===== src/rtl/calc_pkg.sv =====
// Shared definitions for the truth-table sweep block and its calc stage.
package calc_pkg;

   typedef enum logic [1:0] {
      IDLE   = 2'd0,
      DRIVE  = 2'd1,
      SAMPLE = 2'd2,
      DONE   = 2'd3
   } calcState_t;

   localparam int          CALC_NUM_COMBOS = 4;
   localparam logic [7:0]  CALC_GATE_MASK  = 8'h7F;
   localparam logic [31:0] CALC_TT_GOLDEN  = 32'h134A4E74;

   // Expected gate-result byte for operand combination i = {comA,comB}.
   function automatic logic [7:0] goldenByte(input logic [1:0] i);
      logic [31:0] sh;
      sh = CALC_TT_GOLDEN >> {i, 3'b000};
      return sh[7:0];
   endfunction

endpackage


===== src/rtl/calc_sweep.sv =====
// Drives all four {comA,comB} operand combinations into the calc stage,
// captures the gate results into a truth table and compares them against
// the golden table. Every output is registered.
module calc_sweep
   import calc_pkg::*;
(
   input  logic        clk,
   input  logic        rst,
   input  logic        start,
   input  logic [7:0]  outC,
   output logic        comA,
   output logic        comB,
   output logic        busy,
   output logic        done,
   output logic [31:0] tt,
   output logic [6:0]  err,
   output logic        pass
);

   localparam logic [1:0] LAST_IDX = 2'(CALC_NUM_COMBOS - 1);

   calcState_t state;
   logic [1:0] idx;
   logic [7:0] gateVal;
   logic [7:0] goldVal;
   logic [6:0] errNext;

   // outC[7] is not a gate output; masking here keeps it out of tt, err and pass.
   assign gateVal = outC & CALC_GATE_MASK;
   assign goldVal = goldenByte(idx);
   // Accumulated mismatch flags including the combination being sampled now,
   // so pass can be registered on the same edge as the final sample.
   assign errNext = err | (gateVal[6:0] ^ goldVal[6:0]);

   // Sweep sequencer: operand drive, settle, sample, and completion pulse.
   always_ff @(posedge clk) begin
      if (rst) begin
         state <= IDLE;
         idx   <= 2'd0;
         comA  <= 1'b0;
         comB  <= 1'b0;
         busy  <= 1'b0;
         done  <= 1'b0;
         tt    <= 32'h0;
         err   <= 7'h0;
         pass  <= 1'b0;
      end else begin
         done <= 1'b0;
         case (state)
            IDLE: begin
               if (start) begin
                  state       <= DRIVE;
                  idx         <= 2'd0;
                  {comA,comB} <= 2'b00;
                  err         <= 7'h0;
                  pass        <= 1'b0;
                  busy        <= 1'b1;
               end
            end
            // One settle cycle with operands stable before sampling.
            DRIVE: state <= SAMPLE;
            SAMPLE: begin
               tt[{idx, 3'b000} +: 8] <= gateVal;
               err                    <= errNext;
               if (idx == LAST_IDX) begin
                  state <= DONE;
                  done  <= 1'b1;
                  busy  <= 1'b0;
                  pass  <= (errNext == 7'h0);
               end else begin
                  idx         <= idx + 2'd1;
                  {comA,comB} <= idx + 2'd1;
                  state       <= DRIVE;
               end
            end
            DONE:    state <= IDLE;
            default: state <= IDLE;
         endcase
      end
   end

endmodule


===== config.mk =====
export PLATFORM = sky130hd
export DESIGN_NAME = calc_sweep
export DESIGN_NICKNAME = d
export VERILOG_FILES = /design/src/rtl/calc_pkg.sv /design/src/rtl/calc_sweep.sv
export SDC_FILE = /design/constraint.sdc
export NUM_CORES = 1
export LEC_CHECK = 0
export BUFFER_PORTS_ARGS = -buffer_cell sky130_fd_sc_hd__buf_2
export CAP_MARGIN = 20
export CORE_MARGIN = 4
export CORE_UTILIZATION = 45
export CTS_CLUSTER_DIAMETER = 50
export DETAILED_ROUTE_END_ITERATION = 8
export PLACE_DENSITY = 0.7
export RECOVER_POWER = 50
export SLEW_MARGIN = 25
export SYNTH_ARGS = -nofsm -noshare
export SYNTH_HDL_FRONTEND = slang
export SYNTH_SLANG_ARGS = --single-unit

===== constraint.sdc =====
create_clock -name clk -period 5.3 [get_ports clk]
set_input_delay 0.795 -clock clk [delete_from_list [all_inputs] [get_ports clk]]
set_output_delay 0.795 -clock clk [all_outputs]
set_load 0.05 [all_outputs]

==> results of run 1 <==
-- where the power goes --
part | leakage (nW) | internal, W | switching [W]
registers | 0.339 | 0.000320 | 0.00000819
clock network | 0.0438 | 0.0000884 | 0.000102
logic | 0.461 | 0.0000191 | 0.0000503
total | 0.844 | 0.000428 | 0.000161
-- cell usage after synthesis, types with 3 or more instances --
cell	n	area share [%]
dfxtp_1	42	43
nor2_1	34	6.5
a32oi_1	24	11
ha_1	10	6.4
a21oi_1	8	2.0
clkbuf_1	8	1.5
buf_2	7	1.8
nand2_1	7	1.3
and3b_1	6	2.7
o21ai_0	6	1.5
a22oi_1	5	1.9
buf_4	5	1.9
inv_1	4	0.77
nand3b_1	4	1.5
nor2b_1	4	1.3
nand4_1	3	0.96
nor3_1	3	0.77
xor2_1	3	1.3
-- worst reg2reg max path: stages (launching register included) --
cell     delay (ns)
dfxtp_1        0.59
inv_1          0.16
ha_1           0.33
inv_1          0.12
ha_1           0.25
nor4_1         0.24
nand4_1        0.15
o31ai_1        0.21
-- cell type report --
type / instances / area [sq um]
clock inverters: 2 / 10.0
well taps: 50 / 62.6
repair buffers: 49 / 199
fillers: 423 / 1930
flip-flops and latches: 42 / 841
clock buffers: 5 / 68.8
multi-input cells: 144 / 990
inverters: 4 / 15.0
-- registers in the layout, summed over array words and instances (netlist names) --
name and flops:
comB 1, done 1, err 7, busy 1, tt 28, pass 1
state 2, idx 1
-- cell families after synthesis --
kind of cell / share of synthesized area (%)
mux: 1.09
fa+ha+maj: 6.39
buf+inv: 7.15
xor+xnor: 2.24
other cells: 0.191
flops: 42.9
simple gates: 21.7
compound gates: 18.3
-- worst min-delay path by stage --
| stage | end | slack [ns] | start | cells past startpoint |
|---|---|---|---|---|
| 5_1_grt | tt[29]$_SDFFE_PP0P_ | 0.46 | tt[29]$_SDFFE_PP0P_ | 2 |
| 2_1_floorplan | done$_SDFF_PP0_ | 0.60 | state[1]$_SDFFE_PP0P_ | 3 |
| 6_report | tt[9]$_SDFFE_PP0P_ | 0.45 | tt[9]$_SDFFE_PP0P_ | 2 |
| 3_5_place_dp | tt[9]$_SDFFE_PP0P_ | 0.44 | tt[9]$_SDFFE_PP0P_ | 2 |
| 3_3_place_gp | tt[9]$_SDFFE_PP0P_ | 0.44 | tt[9]$_SDFFE_PP0P_ | 2 |
| 4_1_cts | tt[9]$_SDFFE_PP0P_ | 0.45 | tt[9]$_SDFFE_PP0P_ | 2 |
-- per-stage QoR --
stage / power (W) / util (%) / worst slack [ns] / area (sq um) / hold WS (ns)
after detailed placement: 0.000405 / 52.3 / 3.18 / 2150 / 0.443
after global placement: 0.000405 / 52.3 / 3.23 / 2150 / 0.438
after CTS: 0.000594 / 54.2 / 3.18 / 2230 / 0.454
after floorplan: 0.000392 / - / 3.10 / 1970 / 0.601
after global routing: 0.000615 / 53.1 / 2.85 / 2190 / 0.464
final: 0.000589 / 53.1 / 3.02 / 2190 / 0.454
-- layer usage --
metal / part of all wire, % / vias to the layer above / track usage [%]
met1: 47 / 789 / 25.9
met3: 6.5 / 2 / 5.00
met2: 46 / 51 / 26.3
met4: 0.52 / 0 / 4.23
li1: - / 820 / -
met5: 0 / - / 0
==> run metrics, run 1 <==
row count=23; worst reg2reg path startpoint=comB$_SDFFE_PP0P_; post-synthesis cell area=0.00196 sq mm; Crit. End Element=flip-flop; worst skew pair latency=0.28 ns; Post-synth EDFFs=0; distinct cell type count after synthesis=37; post-synthesis area per instance=9.38 sq um; Peak VDD IR=0.000179 V; R2R depth=7; Worst-Margin Slew=1.85 ns; crit path kind=primary input to flip-flop; antenna cells=0; cells after synthesis=209; Initial DRT Pass Iterations=4; root buffer cell=clkbuf_8; I/O Pins=55; Placed Cells incl. Taps=289; CTS tree=built; Top FF cell, synth=dfxtp_1; die width=74.0 um; die footprint=0.00547 sq mm; CTS Hold Bufs=0; drc violations=0; H-Tree Depth=2; RR Endpoint=pass$_SDFFE_PP0P_; CP max-delay cell=clkbuf_1; Worst path max stage delay=1.30 ns; Setup TNS=0 ns; WP buf/inv=1; max_cap viols=1; Slew Viols, Final=44; R2R Setup Slk=3.16 ns; Leak=0.844 nW; failing checks=capacitance limit, slew limit; Fin Clk Skew=0.00424 ns; vias in the first global route=1534; CP top delay family=buffers and inverters; GRT overflow=0; crit path from=rst; CP Max Fanout=43; WL per Instance=15.6 um; Slew headroom=-23.4%; PortBufs=49; total CTS buffers=5; Final period util=42.9%; aggregate global-route resource usage=17.9%; clock period minus worst slack=2.28 ns; largest net degree at the start of global routing=44; commonest non-fill, non-tap cell in the layout=dfxtp_1; Post-synth ARST share=0%; number of DRC markers in iteration 0=138; HP Class=flip-flop to flip-flop; CP Depth=4; cts repair resizes=0; drt total wl=4.61 mm; Worst-path clk slew=0.08 ns; final setup vio count=0; CP Cell Sequence=clkbuf_1 > nor4_1 > nand4_1 > o31ai_1; Max clock buf depth=2; via/cell ratio=5.61; YS warnings=0; Peak Freq=0.439 GHz; startpoint types=primary input; Non-Filler Instances=296; FF+latch count, synth=42; status=complete, but fails checks; Seq/Total Area, Yosys=42.9%; Antenna Nets Post-Route=0; DP HPWL=3.12 mm; Final Hold Vio Count=0; antenna violations before repair=0; Initial Utilization=47.6%; setup fix buffers added after clock tree synthesis=0; unrepaired setup endpoints after global routing=false; GPL Wtd Cong=0.823; Data required, critical path=5.47 ns; power per cell area=269 mW/mm^2; Core ar.=0.00412 sq mm; Nets=267; synthesis-to-finish area growth=11.6%; first-pass GRT wire length=7.58 mm; Worst EP arrival=2.45 ns; CP endpoint=pass$_SDFFE_PP0P_; commonest non-fill, non-tap cells in the layout=dfxtp_1, clkbuf_1, nor2_1, a32oi_1, buf_2; DR vias=1662; Die Y=74.0 um; share of cells above drive strength 1=9.35%; # clock sinks=42
No activity file was read; power rests on OpenSTA's default activity.
==> inputs of run 2 (changes only) <==
==> constraint.sdc (replaced) <==
create_clock -name clk -period 2.4 [get_ports clk]
set_input_delay 0.36 -clock clk [delete_from_list [all_inputs] [get_ports clk]]
set_output_delay 0.36 -clock clk [all_outputs]
set_load 0.05 [all_outputs]
==> run metrics, run 2 (same netlist as run 1, synthesis figures left out) <==
Largest regs=tt: 28 flops, err: 7 flops, state: 2 flops; Core ar.=0.00412 sq mm (unchanged); CTS Hold Bufs=0 (unchanged); H-Tree Depth=2 (unchanged); row count=23 (unchanged); antenna violations before repair=0 (unchanged); via/cell ratio=5.58 (-0.66%); root buffer cell=clkbuf_8; setup fix buffers added after clock tree synthesis=0 (unchanged); worst skew pair latency=0.29 ns (about the same); Crit. End Element=flip-flop; Final period util=80.9%; DP HPWL=3.14 mm (+0.37%); worst setup margin=0.459 ns (-2.56 ns); aggregate global-route resource usage=17.7% (-0.20 points); Initial Utilization=47.6% (unchanged); final setup vio count=0 (unchanged); Antenna Nets Post-Route=0 (unchanged); DR vias=1679 (+1.0%); vias in the first global route=1489 (-2.9%); Leak=0.853 nW (+1.1%); antenna cells=0 (unchanged); met3 wire len=285 um (-4.7%); CTS tree=built; power per cell area=609 mW/mm^2 (+130%); WL per Instance=15.4 um (-0.74%); Worst EP arrival=2.16 ns (-0.29 ns); drc violations=0 (unchanged); drt total wl=4.65 mm (+0.93%); clock period minus worst slack=1.94 ns; DP Worst Slack=0.713 ns (-2.47 ns); Top Layer Used=met4; die width=74.0 um (unchanged); total CTS buffers=5 (unchanged); Total Power=0.00135 W (+130%); unrepaired setup endpoints after global routing=false; I/O Pins=55 (unchanged); largest net degree at the start of global routing=44 (unchanged); commonest non-fill, non-tap cells in the layout=dfxtp_1, clkbuf_1, nor2_1, a32oi_1; CP Max Fanout=13 (-70%); Peak VDD IR=0.000367 V (+110%); startpoint types=flip-flop; synthesis-to-finish area growth=13.6%; Worst-path clk slew=0.09 ns (about the same); Data required, critical path=2.62 ns (-2.85 ns); HP Class=primary input to flip-flop; cts repair resizes=0 (unchanged); Slew headroom=49.4% (+73 points); Setup TNS=0 ns (unchanged); Slew Viols, Final=0 (-100%); GPL Wtd Cong=0.796 (-3.4%); met2 WL=2.11 mm (-0.89%); Die Y=74.0 um (unchanged); number of DRC markers in iteration 0=116 (-16%); number of flip-flops in the largest register=28 (unchanged); Peak Freq=0.515 GHz; first-pass GRT wire length=7.44 mm (-1.8%); max_cap viols=0 (-1); Final Hold Vio Count=0 (unchanged); PortBufs=49 (unchanged); Nets=271 (+1.5%); Worst-Margin Slew=0.760 ns (-1.09 ns); share of cells above drive strength 1=9.96% (+0.61 points); Fin Clk Skew=0.00866 ns (+0.00442 ns); status=complete, no violations; Most flops, register=tt; GRT overflow=0 (unchanged); Max clock buf depth=2 (unchanged); die footprint=0.00547 sq mm (unchanged); Initial DRT Pass Iterations=5 (+1); routed metal-1 wirelength=2.22 mm (+2.9%); commonest non-fill, non-tap cell in the layout=dfxtp_1; # clock sinks=42 (unchanged); crit path kind=flip-flop to flip-flop
==> run 2: changes by cell type in the layout (fill, tap and decap cells not counted) <==
cell / delta
buf_4: +3
clkbuf_1: +3
buf_2: -2
clkbuf_8: +1
clkinv_2: -1
clkinvlp_4: +1
==> run 2: cell type report <==
| class | instances | area (sq um) |
|---|---|---|
| fillers | 408 | 1890 |
| multi-input cells | 144 | 990 |
| flip-flops and latches | 42 | 841 |
| repair buffers | 53 | 223 |
| clock buffers | 6 | 82.6 |
| well taps | 50 | 62.6 |
| inverters | 4 | 15.0 |
| clock inverters | 2 | 12.5 |
==> run 2: power breakdown <==
group | internal (W) | leakage [nW] | switching, W
logic | 0.0000441 | 0.467 | 0.000114
registers | 0.000707 | 0.339 | 0.0000157
clock network | 0.000231 | 0.0472 | 0.000243
total | 0.000983 | 0.853 | 0.000372
==> run 2: per-layer routing <==
layer  vias to the layer above  global-route usage [%]
li1                        830                       -
met1                       785                    24.9
met2                        62                    26.0
met3                         2                    5.27
met4                         0                    5.43
met5                         -                       0
==> run 2: stage by stage <==
step	instances	utilization, %	hold WS (ns)	area, sq um
finish	301	54.1	0.397	2230
global route	301	54.1	0.405	2230
CTS	301	55.4	0.395	2280
detailed placement	293	53.1	0.443	2180
global placement	293	53.1	0.439	2180
floorplan	212	-	0.528	1970
==> run 2: worst paths after layout <==
| kind | end | cells after the start | from | slack (ns) |
|---|---|---|---|---|
| max | tt[29]$_SDFFE_PP0P_ | 5 | comB$_SDFFE_PP0P_ | 0.46 |
| min | tt[13]$_SDFFE_PP0P_ | 3 | outC[5] | 0.40 |
| max reg2reg | tt[29]$_SDFFE_PP0P_ | 5 | comB$_SDFFE_PP0P_ | 0.46 |
| min reg2reg | tt[9]$_SDFFE_PP0P_ | 2 | tt[9]$_SDFFE_PP0P_ | 0.45 |
==> run 2: critical path, stage by stage (launching register included) <==
cell and delay (ns):
dfxtp_1 0.34, clkbuf_1 0.42, ha_1 0.31, nand3b_4 0.14, or4_1 0.51, a21oi_1 0.15
